## config.mk

```make
export PLATFORM = sky130hd
export DESIGN_NAME = uart_rx_ctrl
export DESIGN_NICKNAME = d
export VERILOG_FILES = /design/src/rtl/uart_rx_ctrl.sv
export SDC_FILE = /design/constraint.sdc
export NUM_CORES = 1
export LEC_CHECK = 0
export CAP_MARGIN = 20
export CORE_MARGIN = 2
export CORE_UTILIZATION = 40
export DETAILED_ROUTE_END_ITERATION = 8
export GPL_TIMING_DRIVEN = 0
export PLACE_DENSITY = 0.66
export REMOVE_ABC_BUFFERS = 1
export SLEW_MARGIN = 20
export SYNTH_ARGS = -nofsm -noshare
export SYNTH_HDL_FRONTEND = slang
export SYNTH_SLANG_ARGS = --single-unit
```

## constraint.sdc

```tcl
create_clock -name clk -period 1.5 [get_ports clk]
set_input_delay 0.3 -clock clk [delete_from_list [all_inputs] [get_ports clk]]
set_output_delay 0.3 -clock clk [all_outputs]
set_load 0.05 [all_outputs]
```

## src/rtl/uart_rx_ctrl.sv

```systemverilog
// uart_rx_ctrl: UART receive sequencer. Synchronises rs232_rx, starts the
// baud timing block on a start edge, assembles a byte LSB first from the
// mid-bit strobes, checks the stop bit and hands the byte to a consumer.
// Ports:
//   clk, rst_n   clock, async active-low reset
//   rs232_rx     raw serial line (idles high)
//   rx_sel_data  mid-bit strobe from the timing block
//   rx_num       bit index from the timing block (0 start, 1..8 data,
//                9 stop, 10 end of frame)
//   rx_en        one-cycle pulse starting the timing block
//   rx_data      received byte, stable while rx_valid=1
//   rx_valid     byte available; taken when rx_valid & rx_ready
//   rx_ready     consumer ready
//   frame_err    one-cycle pulse: stop bit sampled low
//   overrun      one-cycle pulse: byte lost because the buffer was full
//   busy         receiver is inside a frame
module uart_rx_ctrl #(
  parameter int SYNC_STAGES    = 2,
  parameter bit DROP_BAD_FRAME = 1'b1
) (
  input  logic       clk,
  input  logic       rst_n,
  input  logic       rs232_rx,
  input  logic       rx_sel_data,
  input  logic [3:0] rx_num,
  output logic       rx_en,
  output logic [7:0] rx_data,
  output logic       rx_valid,
  input  logic       rx_ready,
  output logic       frame_err,
  output logic       overrun,
  output logic       busy
);

  localparam int NS = (SYNC_STAGES < 2) ? 2 : SYNC_STAGES;

  localparam logic [2:0] IDLE  = 3'd0;
  localparam logic [2:0] START = 3'd1;
  localparam logic [2:0] DATA  = 3'd2;
  localparam logic [2:0] STOP  = 3'd3;
  localparam logic [2:0] DRAIN = 3'd4;

  logic [NS-1:0] sync_q;
  logic          line_s;
  logic          line_prev;
  logic          fall;
  logic [2:0]    state;
  logic [2:0]    state_nx;
  logic [7:0]    shreg;
  logic [2:0]    bit_idx;
  logic          data_hit;
  logic          stop_hit;
  logic          deliver;

  assign line_s = sync_q[NS-1];
  assign fall   = line_prev & ~line_s;

  // rx_num 1..8 maps to shreg bits 0..7; the 3-bit
  // subtraction wraps 8 onto 7.
  assign bit_idx  = rx_num[2:0] - 3'd1;
  assign data_hit = (state == DATA) & rx_sel_data
                  & (rx_num >= 4'd1) & (rx_num <= 4'd8);
  assign stop_hit = (state == STOP) & rx_sel_data
                  & (rx_num == 4'd9);
  assign deliver  = stop_hit & (line_s | ~DROP_BAD_FRAME);

  // Combinational so the pulse lives only in the IDLE cycle
  // that sees the edge.
  assign rx_en = (state == IDLE) & fall;
  assign busy  = (state != IDLE);

  always_ff @(posedge clk or negedge rst_n) begin
    if (!rst_n) begin
      sync_q    <= '1;
      line_prev <= 1'b1;
    end else begin
      sync_q    <= {sync_q[NS-2:0], rs232_rx};
      line_prev <= line_s;
    end
  end

  always_comb begin
    state_nx = state;
    unique case (1'b1)
      (state == IDLE): begin
        if (fall) state_nx = START;
      end
      (state == START): begin
        if (rx_sel_data && rx_num == 4'd0)
          state_nx = line_s ? DRAIN : DATA;
      end
      (state == DATA): begin
        if (rx_sel_data && rx_num == 4'd8)
          state_nx = STOP;
      end
      (state == STOP): begin
        if (stop_hit) state_nx = DRAIN;
      end
      (state == DRAIN): begin
        if (rx_num == 4'd10) state_nx = IDLE;
      end
      default: state_nx = IDLE;
    endcase
  end

  always_ff @(posedge clk or negedge rst_n) begin
    if (!rst_n) begin
      state <= IDLE;
      shreg <= 8'h00;
    end else begin
      state <= state_nx;
      if (data_hit) shreg[bit_idx] <= line_s;
    end
  end

  always_ff @(posedge clk or negedge rst_n) begin
    if (!rst_n) begin
      rx_data   <= 8'h00;
      rx_valid  <= 1'b0;
      frame_err <= 1'b0;
      overrun   <= 1'b0;
    end else begin
      frame_err <= stop_hit & ~line_s;
      overrun   <= deliver & rx_valid & ~rx_ready;
      if (deliver) begin
        // A byte taken in this same cycle frees the slot.
        if (!rx_valid || rx_ready) begin
          rx_data  <= shreg;
          rx_valid <= 1'b1;
        end
      end else if (rx_valid && rx_ready) begin
        rx_valid <= 1'b0;
      end
    end
  end

endmodule

```

==> reports/qor.csv <==
metric,value,unit
fin util,0.5748,
Routed Antenna Nets,0,
routability cong.,0.8517,
Worst Reg-to-Reg Cells,5,
CTS H-tree lvls,1,
Post-Syn Area,0.001222,mm2
I/O Buffers,21,
first-pass GRT wire length,3.967,mm
ys async rst share,1.000,
Critical path buffers and inverters,1,
Slew headroom,0.6185,
Pwr Density,854.9,mW/mm2
"Clk Latency, worst-skew pair",0.32,ns
layout overhead on the synthesized area,40.02,%
Via-to-Cell Ratio,5.401,
share of layout cells above drive strength 1,0.5468,
Post-route DRC,0,
leakage,0.7945,nW
Post-Syn Instances,101,
final WL,2.493,mm
unrepaired setup endpoints after global routing,true,
DIE HEIGHT,59.28,um
worst clock skew,0.008703,ns
post-route design area,0.001712,mm2
final hold violation count,0,
max-cap check violation count,0,
#FFs+latches synth,25,
Avg Synthesized Cell Area,12.10,um2
largest net degree at the start of global routing,26,
CTS tree,yes,
CP startpoint,state[2]$_DFFE_PN0P_,
Hold Crit Class,reg -> reg,
Slew @ Worst Pin,0.5723,ns
worst-path maximum fanout,2,
fmax,588.1,MHz
Reg2Reg Capture Point,rx_data[1]$_DFFE_PN0P_,
Design Power,1.463,mW
GR Util All Layers,0.1481,
crit path kind,reg -> out,
critical-path cell list,or3_4 > nor2_4 > buf_6,
Critical Path End,rx_en,
die span in x,59.28,um
clk sink count,25,
number of global-route vias before repair,874,
Worst-path clk slew,0.14,ns
core area,0.002978,mm2
remaining global-route overflow,0,
First DRT Iteration DRCs,31,
DR WL/cell,14.49,um
total stage count of the critical path,3,
# rows,20,
register area share after synthesis,0.5148,
drt first pass iters,4,
Fillers,245,
Root Driver,clkbuf_4,
Setup Viol. Count Final,10,
"EDFF count, synth",0,
setup TNS,-0.8497,ns
worst stage delay on the critical path,0.43,ns
"Primary FF master, synth",dfrtp_1,
DP HPWL,1.524,mm
Synth cell types,30,
failing checks,setup timing,
status,"finished, violations left",
Worst R2R Setup Slack,-0.07,ns
DIE AREA,0.003514,mm2
Synth warnings,0,
critical path arrival,1.40,ns
startpoint types,flip-flop,
fin worst setup slack,-0.2003,ns
family with the most delay on the worst path,simple AND/OR/NAND/NOR gates,
Diodes inserted,0,
initial antenna violation count,0,
WP data required,1.20,ns
dpl ws,-0.9021,ns
Hold Crit Depth,0,
placed cell area,0.001444,mm2
Starting Density,0.4105,
RR Startpoint,sync_q[1]$_DFF_PN1_,
Max clock buf depth,2,
Slew Limit Fails,0,
period utilization,1.134,
io pins,22,
Nets,153,
routed via count,929,
CTS Buf Count,3,
Worst VDD drop,0.0003698,V
Worst path slowest cell,dfrtp_2,
Setup crit end kind,output pin,
Tmin final,1.700,ns
[metrics by stage]
stage,std cells,hold slack [ns]
floorplan,96,0.004409
global placement,150,0.3464
detailed placement,150,0.3492
CTS,165,0.3697
global route,172,0.3839
finish,172,0.3787
[cells in the final DEF (no fill, tap or decap), types with 2 or more instances in the layout]
cell,count
ha_2,2
buf_4,13
mux2_2,8
buf_6,5
a311oi_1,2
mux2_4,8
nor2_1,6
clkdlybuf4s15_1,2
clkdlybuf4s50_1,2
nand2_1,4
nand4_1,4
nor2b_4,3
dlygate4sd2_1,4
clkbuf_4,4
nor3_4,3
dfrtp_2,3
dfrtp_1,19
clkbuf_2,8
nand2b_1,4
nor2b_1,2
nand3_1,5
dfstp_2,3
[registers in the layout, indices dropped and copies added, names as in the netlist]
signal / count
shreg: 8
overrun: 1
line_prev: 1
rx_data: 8
rx_valid: 1
state: 3
sync_q: 2
frame_err: 1
[Yosys cell counts (2+ instances only)]
master | n | area share
nor2b_1 | 4 | 0.020
nand2_1 | 5 | 0.015
nor3_1 | 4 | 0.016
nand2b_1 | 4 | 0.020
mux2_2 | 8 | 0.074
nand3_1 | 5 | 0.020
clkbuf_1 | 3 | 0.0092
mux2_4 | 8 | 0.098
nand4_1 | 4 | 0.020
ha_1 | 4 | 0.041
dfrtp_1 | 22 | 0.45
a311oi_1 | 2 | 0.014
nor2_1 | 8 | 0.025
inv_1 | 2 | 0.0061
dfstp_2 | 3 | 0.064
[report_power, final]
part	leakage, nW	internal [mW]	switching, mW
sequential	0.330	0.714	0.0243
clock	0.0150	0.104	0.196
combinational	0.450	0.194	0.231
total	0.795	1.01	0.451
[how the worst min path moves through the flow]
stage | from | to | slack, ns
floorplan | rst_n | frame_err$_DFF_PN0_ | 0.004
global placement | sync_q[0]$_DFF_PN1_ | sync_q[1]$_DFF_PN1_ | 0.35
detailed placement | sync_q[0]$_DFF_PN1_ | sync_q[1]$_DFF_PN1_ | 0.35
CTS | sync_q[0]$_DFF_PN1_ | sync_q[1]$_DFF_PN1_ | 0.37
global route | sync_q[0]$_DFF_PN1_ | sync_q[1]$_DFF_PN1_ | 0.38
finish | sync_q[0]$_DFF_PN1_ | sync_q[1]$_DFF_PN1_ | 0.38
[layout make-up]
type,instances,area (um2),area share
clock buffers,4,26.28,0.01535
multi-input cells,69,680.7,0.3977
repair buffers,39,322.8,0.1886
inverters,2,7.507,0.004386
flip-flops and latches,25,633.1,0.3699
well taps,33,41.29,0.02412
[cell families (layout without fill, tap and decap cells)]
logic type      count (synthesis)  count (layout)  synth area share
mux                            16              16            0.1720
buf+inv                         7              45           0.03071
compound gates                  8               8           0.05322
simple gates                   40              40            0.1812
flops                          25              25            0.5148
fa+ha+maj                       4               4           0.04094
xor+xnor                        1               1          0.007166
[timing repair]
action,4_1_cts,5_1_grt
pin swaps,4,4
hold endpoints to repair,0,22
setup endpoints to repair,31,28
hold buffers,0,1
gates resized for setup,66,21
buffers inserted,11,6
[layer usage]
metal,routed length [um],GRT usage
met5,0,0
met4,35,0.04870
met3,72,0.01310
met2,1296,0.2496
met1,1089,0.1994
No activity file was read; power rests on OpenSTA's default activity.
